### src/rtl/lsu_pkg.sv
// Shared types for the LSU store queue: access sizes, queue entry layout and
// the byte-lane mask helper used by both storage and lookup logic.
package lsu_pkg;

  typedef enum logic [1:0] {
    SZ_B = 2'b00,
    SZ_H = 2'b01,
    SZ_W = 2'b10,
    SZ_D = 2'b11
  } size_e;

  // Entries are sized for the widest supported configuration; narrower
  // instances only use the low bits.
  localparam int unsigned SQ_AW_MAX = 64;
  localparam int unsigned SQ_DW_MAX = 64;

  typedef struct packed {
    logic                 valid;
    logic [SQ_AW_MAX-1:0] addr;
    logic [SQ_DW_MAX-1:0] data;
    size_e                size;
  } sq_entry_t;

  // Byte lanes touched by an access; a misaligned access spills above the
  // word's lanes and therefore never compares exact against an aligned one.
  function automatic logic [7:0] size_to_mask(input size_e size, input logic [2:0] offset);
    logic [7:0] base;
    case (size)
      SZ_B:    base = 8'h01;
      SZ_H:    base = 8'h03;
      SZ_W:    base = 8'h0F;
      default: base = 8'hFF;
    endcase
    return base << offset;
  endfunction

endpackage

### src/rtl/lsu_sq_match.sv
// Store-to-load lookup: scans valid entries oldest to youngest so the last
// exact match seen is the youngest, and flags any partial overlap.
module lsu_sq_match
  import lsu_pkg::*;
#(
  parameter int unsigned AW    = 32,
  parameter int unsigned DW    = 32,
  parameter int unsigned DEPTH = 4,
  localparam int unsigned PW   = $clog2(DEPTH)
) (
  input  sq_entry_t         i_entries [DEPTH],
  input  logic [PW-1:0]     i_head,
  input  logic              i_ld_valid,
  input  logic [AW-1:0]     i_ld_addr,
  input  logic [1:0]        i_ld_size,
  output logic              o_ld_hit,
  output logic [DW-1:0]     o_ld_hit_data,
  output logic              o_ld_conflict
);

  localparam int unsigned OW = $clog2(DW / 8);

  logic          w_any_exact;
  logic          w_any_partial;
  logic [DW-1:0] w_exact_data;
  logic [7:0]    w_ld_mask;
  logic          w_unused;

  assign w_ld_mask = size_to_mask(size_e'(i_ld_size), 3'(i_ld_addr[OW-1:0]));

  always_comb begin
    logic [PW-1:0] idx;
    logic [7:0]    e_mask;
    logic          same_word;
    w_any_exact   = 1'b0;
    w_any_partial = 1'b0;
    w_exact_data  = '0;
    w_unused      = 1'b0;
    for (int k = 0; k < DEPTH; k++) begin
      idx       = i_head + PW'(k);
      e_mask    = size_to_mask(i_entries[idx].size, 3'(i_entries[idx].addr[OW-1:0]));
      same_word = i_entries[idx].addr[AW-1:OW] == i_ld_addr[AW-1:OW];
      w_unused  = w_unused ^ (^{i_entries[k].addr, i_entries[k].data});
      if (i_entries[idx].valid && same_word) begin
        if (e_mask == w_ld_mask) begin
          w_any_exact  = 1'b1;
          w_exact_data = i_entries[idx].data[DW-1:0];
        end else if ((e_mask & w_ld_mask) != 8'h00) begin
          w_any_partial = 1'b1;
        end
      end
    end
  end

  assign o_ld_conflict = i_ld_valid && w_any_partial;
  assign o_ld_hit      = i_ld_valid && !w_any_partial && w_any_exact;
  assign o_ld_hit_data = o_ld_hit ? w_exact_data : '0;

endmodule

### src/rtl/lsu_store_queue.sv
// In-order store buffer between LSU execute and data RAM: holds stores,
// retires the head over a req/ack handshake and serves load forwarding.
module lsu_store_queue
  import lsu_pkg::*;
#(
  parameter int unsigned AW    = 32,
  parameter int unsigned DW    = 32,
  parameter int unsigned DEPTH = 4
) (
  input  logic          clk,
  input  logic          rst,
  input  logic          i_st_valid,
  input  logic [AW-1:0] i_st_addr,
  input  logic [DW-1:0] i_st_data,
  input  logic [1:0]    i_st_size,
  output logic          o_st_ready,
  input  logic          i_ld_valid,
  input  logic [AW-1:0] i_ld_addr,
  input  logic [1:0]    i_ld_size,
  output logic          o_ld_hit,
  output logic [DW-1:0] o_ld_hit_data,
  output logic          o_ld_conflict,
  output logic          o_mem_req,
  output logic [AW-1:0] o_mem_addr,
  output logic [DW-1:0] o_mem_data,
  output logic [1:0]    o_mem_size,
  input  logic          i_mem_ack,
  output logic          o_empty
);

  localparam int unsigned PW = $clog2(DEPTH);
  localparam int unsigned CW = PW + 1;

  typedef enum logic {ST_IDLE, ST_REQ} state_e;

  sq_entry_t       r_entries [DEPTH];
  logic [PW-1:0]   r_head;
  logic [PW-1:0]   r_tail;
  logic [CW-1:0]   r_count;
  state_e          r_state;
  state_e          w_state_next;
  logic            w_push;
  logic            w_pop;
  logic [CW-1:0]   w_count_next;

  assign o_st_ready   = r_count < CW'(DEPTH);
  assign o_empty      = r_count == '0;
  assign w_push       = i_st_valid && o_st_ready;
  assign w_pop        = (r_state == ST_REQ) && i_mem_ack;
  assign w_count_next = r_count + CW'(w_push) - CW'(w_pop);

  assign o_mem_req  = r_state == ST_REQ;
  assign o_mem_addr = o_mem_req ? r_entries[r_head].addr[AW-1:0] : '0;
  assign o_mem_data = o_mem_req ? r_entries[r_head].data[DW-1:0] : '0;
  assign o_mem_size = o_mem_req ? r_entries[r_head].size : 2'b00;

  // Looking at the post-push count lets a store into an empty queue be
  // requested on the very next cycle.
  always_comb begin
    w_state_next = r_state;
    case (r_state)
      ST_IDLE: if (w_count_next != '0) w_state_next = ST_REQ;
      ST_REQ:  if (w_pop && w_count_next == '0) w_state_next = ST_IDLE;
      default: w_state_next = ST_IDLE;
    endcase
  end

  always_ff @(posedge clk) begin
    if (rst) r_state <= ST_IDLE;
    else     r_state <= w_state_next;
  end

  // NOTE: only the valid bits are reset; address/data payloads are never read
  // while invalid, so clearing them would just add reset fan-out.
  always_ff @(posedge clk) begin
    if (rst) begin
      r_head  <= '0;
      r_tail  <= '0;
      r_count <= '0;
      for (int i = 0; i < DEPTH; i++) r_entries[i].valid <= 1'b0;
    end else begin
      if (w_pop) begin
        r_entries[r_head].valid <= 1'b0;
        r_head                  <= r_head + PW'(1);
      end
      if (w_push) begin
        r_entries[r_tail] <= '{valid: 1'b1,
                               addr:  SQ_AW_MAX'(i_st_addr),
                               data:  SQ_DW_MAX'(i_st_data),
                               size:  size_e'(i_st_size)};
        r_tail            <= r_tail + PW'(1);
      end
      r_count <= w_count_next;
    end
  end

  lsu_sq_match #(
    .AW    (AW),
    .DW    (DW),
    .DEPTH (DEPTH)
  ) u_match (
    .i_entries     (r_entries),
    .i_head        (r_head),
    .i_ld_valid    (i_ld_valid),
    .i_ld_addr     (i_ld_addr),
    .i_ld_size     (i_ld_size),
    .o_ld_hit      (o_ld_hit),
    .o_ld_hit_data (o_ld_hit_data),
    .o_ld_conflict (o_ld_conflict)
  );

endmodule

### config.mk
export PLATFORM = sky130hd
export DESIGN_NAME = lsu_store_queue
export DESIGN_NICKNAME = d
export VERILOG_FILES = /design/src/rtl/lsu_pkg.sv /design/src/rtl/lsu_sq_match.sv /design/src/rtl/lsu_store_queue.sv
export SDC_FILE = /design/constraint.sdc
export NUM_CORES = 1
export LEC_CHECK = 0
export ABC_AREA = 1
export BUFFER_PORTS_ARGS = -buffer_cell sky130_fd_sc_hd__buf_2
export CAP_MARGIN = 40
export CORE_MARGIN = 4
export CORE_UTILIZATION = 50
export DETAILED_ROUTE_END_ITERATION = 12
export PLACE_DENSITY = 0.65
export REMOVE_ABC_BUFFERS = 1
export SYNTH_ARGS = -nofsm -noshare
export SYNTH_HDL_FRONTEND = slang
export SYNTH_SLANG_ARGS = --single-unit
### constraint.sdc
create_clock -name clk -period 9.2 [get_ports clk]
set_clock_uncertainty 0.05 [all_clocks]
set_input_delay 0.46 -clock clk [delete_from_list [all_inputs] [get_ports clk]]
set_output_delay 0.46 -clock clk [all_outputs]
set_load 0.1 [all_outputs]
==> results.md, run 1 <==
- Total via count after detailed routing: 21930
- Worst rel slew slack: 0.3709
- Critical-path maximum fanout: 84
- Path type of the worst setup path: reg2out
- TritonCTS clock tree: built
- R2r startpoint: r_head[0]
- Final worst path period need: roughly 7.7 ns
- Standard-cell rows: 74
- Total global routing overflow: 0
- Critical Path Sink Type: output pin
- Detailed Route WL: around 72000 microns
- Later-pin clock latency in the skew report: slightly below 0.6 ns
- Remaining DRCs: 0
- Final hold violation count: 0
- Number of H-tree branching levels: 1
- Top cells by area in the synthesized netlist: edfxtp_1 (38%), nand2_1 (18%), nand3_1 (11%)
- Pwr dens: between 200 and 300 mW/mm^2
- Via density per instance: 5.679
- Seq pwr share: 0.253
- Max VDD drop: between 200 and 300 uV
- Final design instance area without fill: between 0.02 and 0.025 sq mm
- Post-synthesis area per instance: roughly 6.6 sq um
- Maximum count of clock buffers along a single path: 3
- Clock Sink Count: ~280
- Dpl cell area: approximately 0.023 sq mm
- Antenna violations before repair: 6
- Data arrival at the endpoint of the critical path: approximately 7.2 ns
- Clk network pwr share: 0.199
- Critical path origin: r_head[0]
- Finish-stage setup viols: 0
- Final core area utilization: 0.5691
- Share of post-route cells with drive strength above 1: 0.1019
- Top cell type by total area after synthesis: edfxtp_1
- Portion of the clock cycle consumed by the worst path in the final layout: 0.8334
- Crit-path leading delay family: buffers and inverters
- Number of buffers inserted for hold repair after clock tree synthesis: 0
- Die Wd: between 200 and 250 microns
- Number of top-level pins: approximately 210
- Final cell count without fillers: between 3000 and 4000
- Share of the synthesized area in the top cell type: 0.3760
- Critical Path RT: just under 9 ns
- Number of detailed-route iterations in the first pass: 6
- Syn. warnings: 0
- Chain of cells forming the critical path: inv_6, buf_16, ha_4, buf_4, buf_16, or2_2, o21ai_0, inv_1, o21ai_0, ha_1, nor4_1, and2_1, nand2_1, buf_4, nand2_1, inv_1, nand2_2, nand3_4, a21oi_1, buf_2
- Number of global-route vias before repair: 20040
- Placeable core region: a little over 0.04 sq mm
- Kind of launch point of the worst setup path: register
- Drt wl/cell: 18.77 microns
- Most common cell after layout, fill and taps aside: nand2_1
- Max-cap viol count: 0
- Leakage power of the design: roughly 11 nW
- Wire length of the first global-routing pass: about 110000 microns
- Sequential area share after synthesis: 0.3873
- Placer congestion estimate: ~1
- Number of distinct library cells after synthesis: 36
- Final Net Count: 3451
- Combinational group share of total power: 0.549
- Die Outline Area: roughly 0.046 sq mm
- Clock root buffer: clkbuf_16
- Syn Std Cell Area: around 0.021 sq mm
- Delay of the slowest cell on the worst path: ~0.79 ns
- Least-Margin Pin Slew: between 0.9 and 1 ns
- Post-cts sizing count: 0
- Clock transition at the registers of the reported paths: ~0.06 ns
- Startpoint of the most critical hold path: rst
- Layout area overhead: 11.46%
- Result of the run: completed
- Switching share of power: 0.5230
- Count of antenna-violating nets left after detailed routing: 0
- Final max-slew violation count: 0
- Net Sw Power: around 3.1 mW
- Post-CTS setup buffer count: 0
- Total of buffers placed on input and output ports: roughly 210
- Synth Instances: around 3200
- Cell at the slowest stage of the critical path: dfxtp_4
- Most frequent cells in the layout: nand2_1 (1025), nand3_1 (450), nor2_1 (404), inv_1 (362), o21ai_0 (292)
- Worst Path Buf+Inv: 8
- Internal power contribution: about 2.9 mW
- Maximum number of pins on one net before global-route repair: approximately 110
- Initial drt markers: approximately 2400
- Number of synthesized register bits: ~280
- Half-perimeter wire length of the detailed placement result: just under 50000 microns
- Setup repair after global routing missed its margin: no
- Global-route usage over all layers: 0.3079
- Hold Path Class: in2reg
- Highest Clock Rate: 130.4 MHz
- Post-placement cell count: between 3000 and 4000
- Starting density of the core: 0.5106
- Vertical extent of the die: between 200 and 250 microns
- Number of CTS-inserted buffers: 31
## area by class of cell
| cell class | count | area [sq um] |
|---|---|---|
| Antenna cell | 3 | 7.507 |
| Clock buffer | 37 | 798.3 |
| Clock inverter | 19 | 146.4 |
| Fill cell | 4019 | 17790 |
| Inverter | 367 | 1388 |
| Multi-Input combinational cell | 2381 | 10770 |
| Sequential cell | 276 | 8173 |
| Tap cell | 532 | 665.6 |
| Timing Repair Buffer | 246 | 1554 |
## worst paths after layout
check                      to  slack [ns]  depth (start not counted)
min                r_count[1]        0.16                          2
max          o_ld_hit_data[5]        1.53                         20
max reg2reg         r_head[1]        5.86                          6
min reg2reg    r_entries[130]        0.45                          1
## metrics by stage
step | total power [mW] | setup TNS (ns) | worst slack (ns) | hold WS, ns
detailed placement | 4.788 | 0 | 2.217 | 0.4344
floorplan | 4.015 | -464.65 | -10.18 | 0.4175
finish | 6.006 | 0 | 1.532 | 0.1598
CTS | 5.977 | 0 | 1.570 | 0.1354
global route | 6.367 | 0 | 1.031 | 0.1552
global placement | 4.704 | 0 | 2.063 | 0.4311
## power groups by stage
stage	logic [mW]	registers [mW]	clock network [mW]
5_1_grt	3.58	1.52	1.26
3_5_place_dp	3.25	1.54	0
6_report	3.30	1.52	1.19
2_1_floorplan	2.42	1.60	0
4_1_cts	3.26	1.51	1.21
3_3_place_gp	3.16	1.54	0
## registers in the layout (all words and copies together), names as in the netlist
signal and count:
r_tail 2, r_entries 268, o_mem_req 1, r_head 2, r_count 3
## metal layers
metal / GRT usage / up-vias / share of wire
met5: 0 / - / 0.00043
li1: - / 10580 / -
met3: 0.04945 / 155 / 0.098
met4: 0.08916 / 6 / 0.030
met1: 0.4306 / 10140 / 0.42
met2: 0.4996 / 1039 / 0.45
## logic make-up after synthesis
| kind of cell | count (synthesis) | synth area share |
|---|---|---|
| AOI/OAI and AO/OA | 385 | 0.09808 |
| and+or+nand+nor | 1943 | 0.3799 |
| adders and majority gates | 43 | 0.02587 |
| DFF | 276 | 0.3873 |
| buffers and inverters | 553 | 0.1046 |
| muxes | 2 | 0.0009494 |
| xor gates and xnor gates | 8 | 0.003323 |
## synth_stat cells
library cell / count
and2_0: 1
nand3_1: 450
a21oi_1: 40
inv_2: 4
nand3_4: 1
nand3b_1: 1
clkbuf_1: 96
a21boi_0: 1
dfxtp_1: 12
fa_1: 1
edfxtp_1: 264
o2111ai_1: 1
o211ai_1: 34
nor3_1: 1
a31oi_1: 1
nor2_1: 409
nor2_4: 1
nand2_2: 1
a21oi_2: 9
ha_1: 42
o21ai_0: 292
nand4_1: 14
nand2_1: 1029
nor2_2: 1
xnor2_1: 1
mux2i_1: 2
xor2_1: 7
or2_2: 16
inv_1: 363
buf_2: 58
a31o_2: 4
buf_4: 15
and2_1: 2
nor4_1: 16
o21ai_1: 3
buf_1: 17
Power figures use the tool's default switching activity.
==> inputs of run 2 (changes only) <==
Clock period 9.2 ns to 8 ns, I/O delays scaled along.
==> run 2 against run 1 <==
Against the previous run: first-iteration DRC count grew 1.6%; utilization grew 1.3 points; worst hold slack lost 0.029 ns; non-clock buffer count shrank 1; critical path type unchanged; clock-buffer cell count grew 7; sequential power grew 14%; power grew 17%; combinational power grew 14%; flip-flop and latch count is the same; setup slack lost 0.86 ns.
==> results.md, run 2 (synthesized netlist as in run 1, its figures left out) <==
- Result of the run: completed
- Critical-path maximum fanout: 80 (-4.8%)
- Cell seen most often among critical-path stages: nand2_1
- Path type of the worst setup path: reg2out
- Critical Path RT: 7.55 ns (-1.14 ns)
- Data arrival at the endpoint of the critical path: 6.88 ns (-0.28 ns)
- Later-pin clock latency in the skew report: 0.54 ns (-0.04 ns)
- Placer congestion estimate: 0.9369 (-4.0%)
- Detailed Route WL: 71470 microns (-1.4%)
- Maximum count of clock buffers along a single path: 3 (unchanged)
- Post-cts sizing count: 0 (unchanged)
- Post-CTS setup buffer count: 0 (unchanged)
- Total negative slack: 0 ns (unchanged)
- Starting density of the core: 0.5106 (unchanged)
- Max VDD drop: 391.0 uV (+55%)
- Critical Path Sink Type: output pin
- Number of detailed-route iterations in the first pass: 6 (unchanged)
- Total of buffers placed on input and output ports: 207 (unchanged)
- Drt wl/cell: 18.48 microns (-1.5%)
- Global-route usage over all layers: 0.3047 (-0.003138)
- Least-Margin Pin Slew: 0.9329 ns (-0.01079 ns)
- Via density per instance: 5.695 (+0.29%)
- Most frequent cells in the layout: nand2_1 (1025), nand3_1 (450), nor2_1 (404), inv_1 (362), o21ai_0 (292)
- Number of global-route vias before repair: 20250 (+1.0%)
- Portion of the clock cycle consumed by the worst path in the final layout: 0.9163
- Half-perimeter wire length of the detailed placement result: 48440 microns (-2.6%)
- Highest Clock Rate: around 140 MHz
- Pwr dens: 291.6 mW/mm^2 (+14%)
- Die Wd: 213.4 microns (unchanged)
- Clock Sink Count: 276 (unchanged)
- Remaining DRCs: 0 (unchanged)
- Delay of the slowest cell on the worst path: 0.86 ns (+0.07 ns)
- Setup repair after global routing missed its margin: no
- Largest registers: r_entries (268), r_count (3)
- Most common cell after layout, fill and taps aside: nand2_1
- Final hold violation count: 0 (unchanged)
- Clock transition at the registers of the reported paths: 0.06 ns (about the same)
- Finish-stage setup viols: 0 (unchanged)
- Wire length of the first global-routing pass: 108900 microns (-0.84%)
- Max reg flops: 268 (unchanged)
- Worst rel slew slack: 0.3780 (+0.007195)
- Die Outline Area: 0.04552 sq mm (unchanged)
- Final Net Count: 3454 (+0.087%)
- Count of antenna-violating nets left after detailed routing: 0 (unchanged)
- Final design instance area without fill: 0.02403 sq mm (+2.2%)
- Placeable core region: 0.04129 sq mm (unchanged)
- Final max-slew violation count: 0 (unchanged)
- Total via count after detailed routing: 22020 (+0.44%)
- Cell at the slowest stage of the critical path: ha_4
- Standard-cell rows: 74 (unchanged)
- Final core area utilization: 0.5818 (+0.01270)
- Hold Path Class: in2reg
- Number of H-tree branching levels: 2 (+1)
- Chain of cells forming the critical path: inv_6, ha_4, inv_2, o21ai_0, nand2_1, o21ai_0, inv_1, ha_1, nor4_1, and2_1, nand2_1, buf_4, nand2_1, inv_1, nand2_2, nand3_4, a21oi_1, buf_12
- Initial drt markers: 2404 (+1.6%)
- Crit-path leading delay family: simple AND/OR/NAND/NOR gates
- Number of buffers inserted for hold repair after clock tree synthesis: 0 (unchanged)
- Total global routing overflow: 0 (unchanged)
- Max-cap viol count: 0 (unchanged)
- Kind of launch point of the worst setup path: register
- Worst Path Buf+Inv: 6 (-2)
- Sum of internal, switching and leakage power: 7.005 mW (+17%)
- Final worst path period need: 7.331 ns
- Leakage power of the design: 11.34 nW (+0.99%)
- Tightest hold margin: 0.1308 ns (-0.02897 ns)
- Register bank with the most flops: r_entries
- Vertical extent of the die: 213.4 microns (unchanged)
- Share of post-route cells with drive strength above 1: 0.1039 (+0.001948)
- Dpl cell area: 0.02295 sq mm (+1.8%)
- Maximum number of pins on one net before global-route repair: 215 (+92%)
- Clock root buffer: clkbuf_16
- Antenna violations before repair: 6 (unchanged)
- TritonCTS clock tree: built
- Number of top-level pins: 208 (unchanged)
- Number of CTS-inserted buffers: 35 (+13%)
- Layout area overhead: 13.94%
run 2: changes by cell type in the layout (fill, tap and decap cells not counted), moves of 2 or more:
cell | before | now
clkinv_1 | 8 | 3
buf_12 | 2 | 36
buf_2 | 207 | 175
clkbuf_1 | 6 | 8
clkbuf_16 | 31 | 36
buf_4 | 27 | 29
inv_6 | 3 | 5
clkinv_2 | 5 | 8
buf_16 | 10 | 5
run 2: final cells by class:
class	instances	area [sq um]
inverters	367	1388
repair buffers	245	1952
clock inverters	18	138.9
well taps	532	665.6
multi-input cells	2381	10770
diodes	4	10.01
flip-flops and latches	276	8173
fillers	4015	17270
clock buffers	44	930.9
run 2: final timing paths:
kind | from | endpoint | slack, ns | depth (start not counted)
max | r_head[1] | o_ld_hit_data[25] | 0.67 | 18
min | rst | r_count[1] | 0.13 | 2
max reg2reg | r_count[2] | r_entries[30] | 5.24 | 7
min reg2reg | r_entries[130] | r_entries[130] | 0.45 | 1
run 2: stage by stage:
step	instances	setup WS [ns]
finish	3867	0.6693
global route	3865	0.1446
CTS	3863	0.7278
detailed placement	3801	1.320
global placement	3793	1.622
floorplan	3024	-11.32
run 2: power breakdown:
group | leakage [nW] | switching [mW] | internal (mW) | total [mW]
clock network | 0.524 | 0.641 | 0.864 | 1.50
registers | 2.79 | 0.0496 | 1.68 | 1.73
logic | 8.03 | 2.93 | 0.841 | 3.77
run 2: per-layer routing:
layer	vias to the layer above	global-route usage	routed length (microns)
li1	10590	-	-
met1	10130	0.4152	29070
met2	1122	0.4886	32410
met3	174	0.05867	7603
met4	4	0.1108	2359
met5	-	0	27
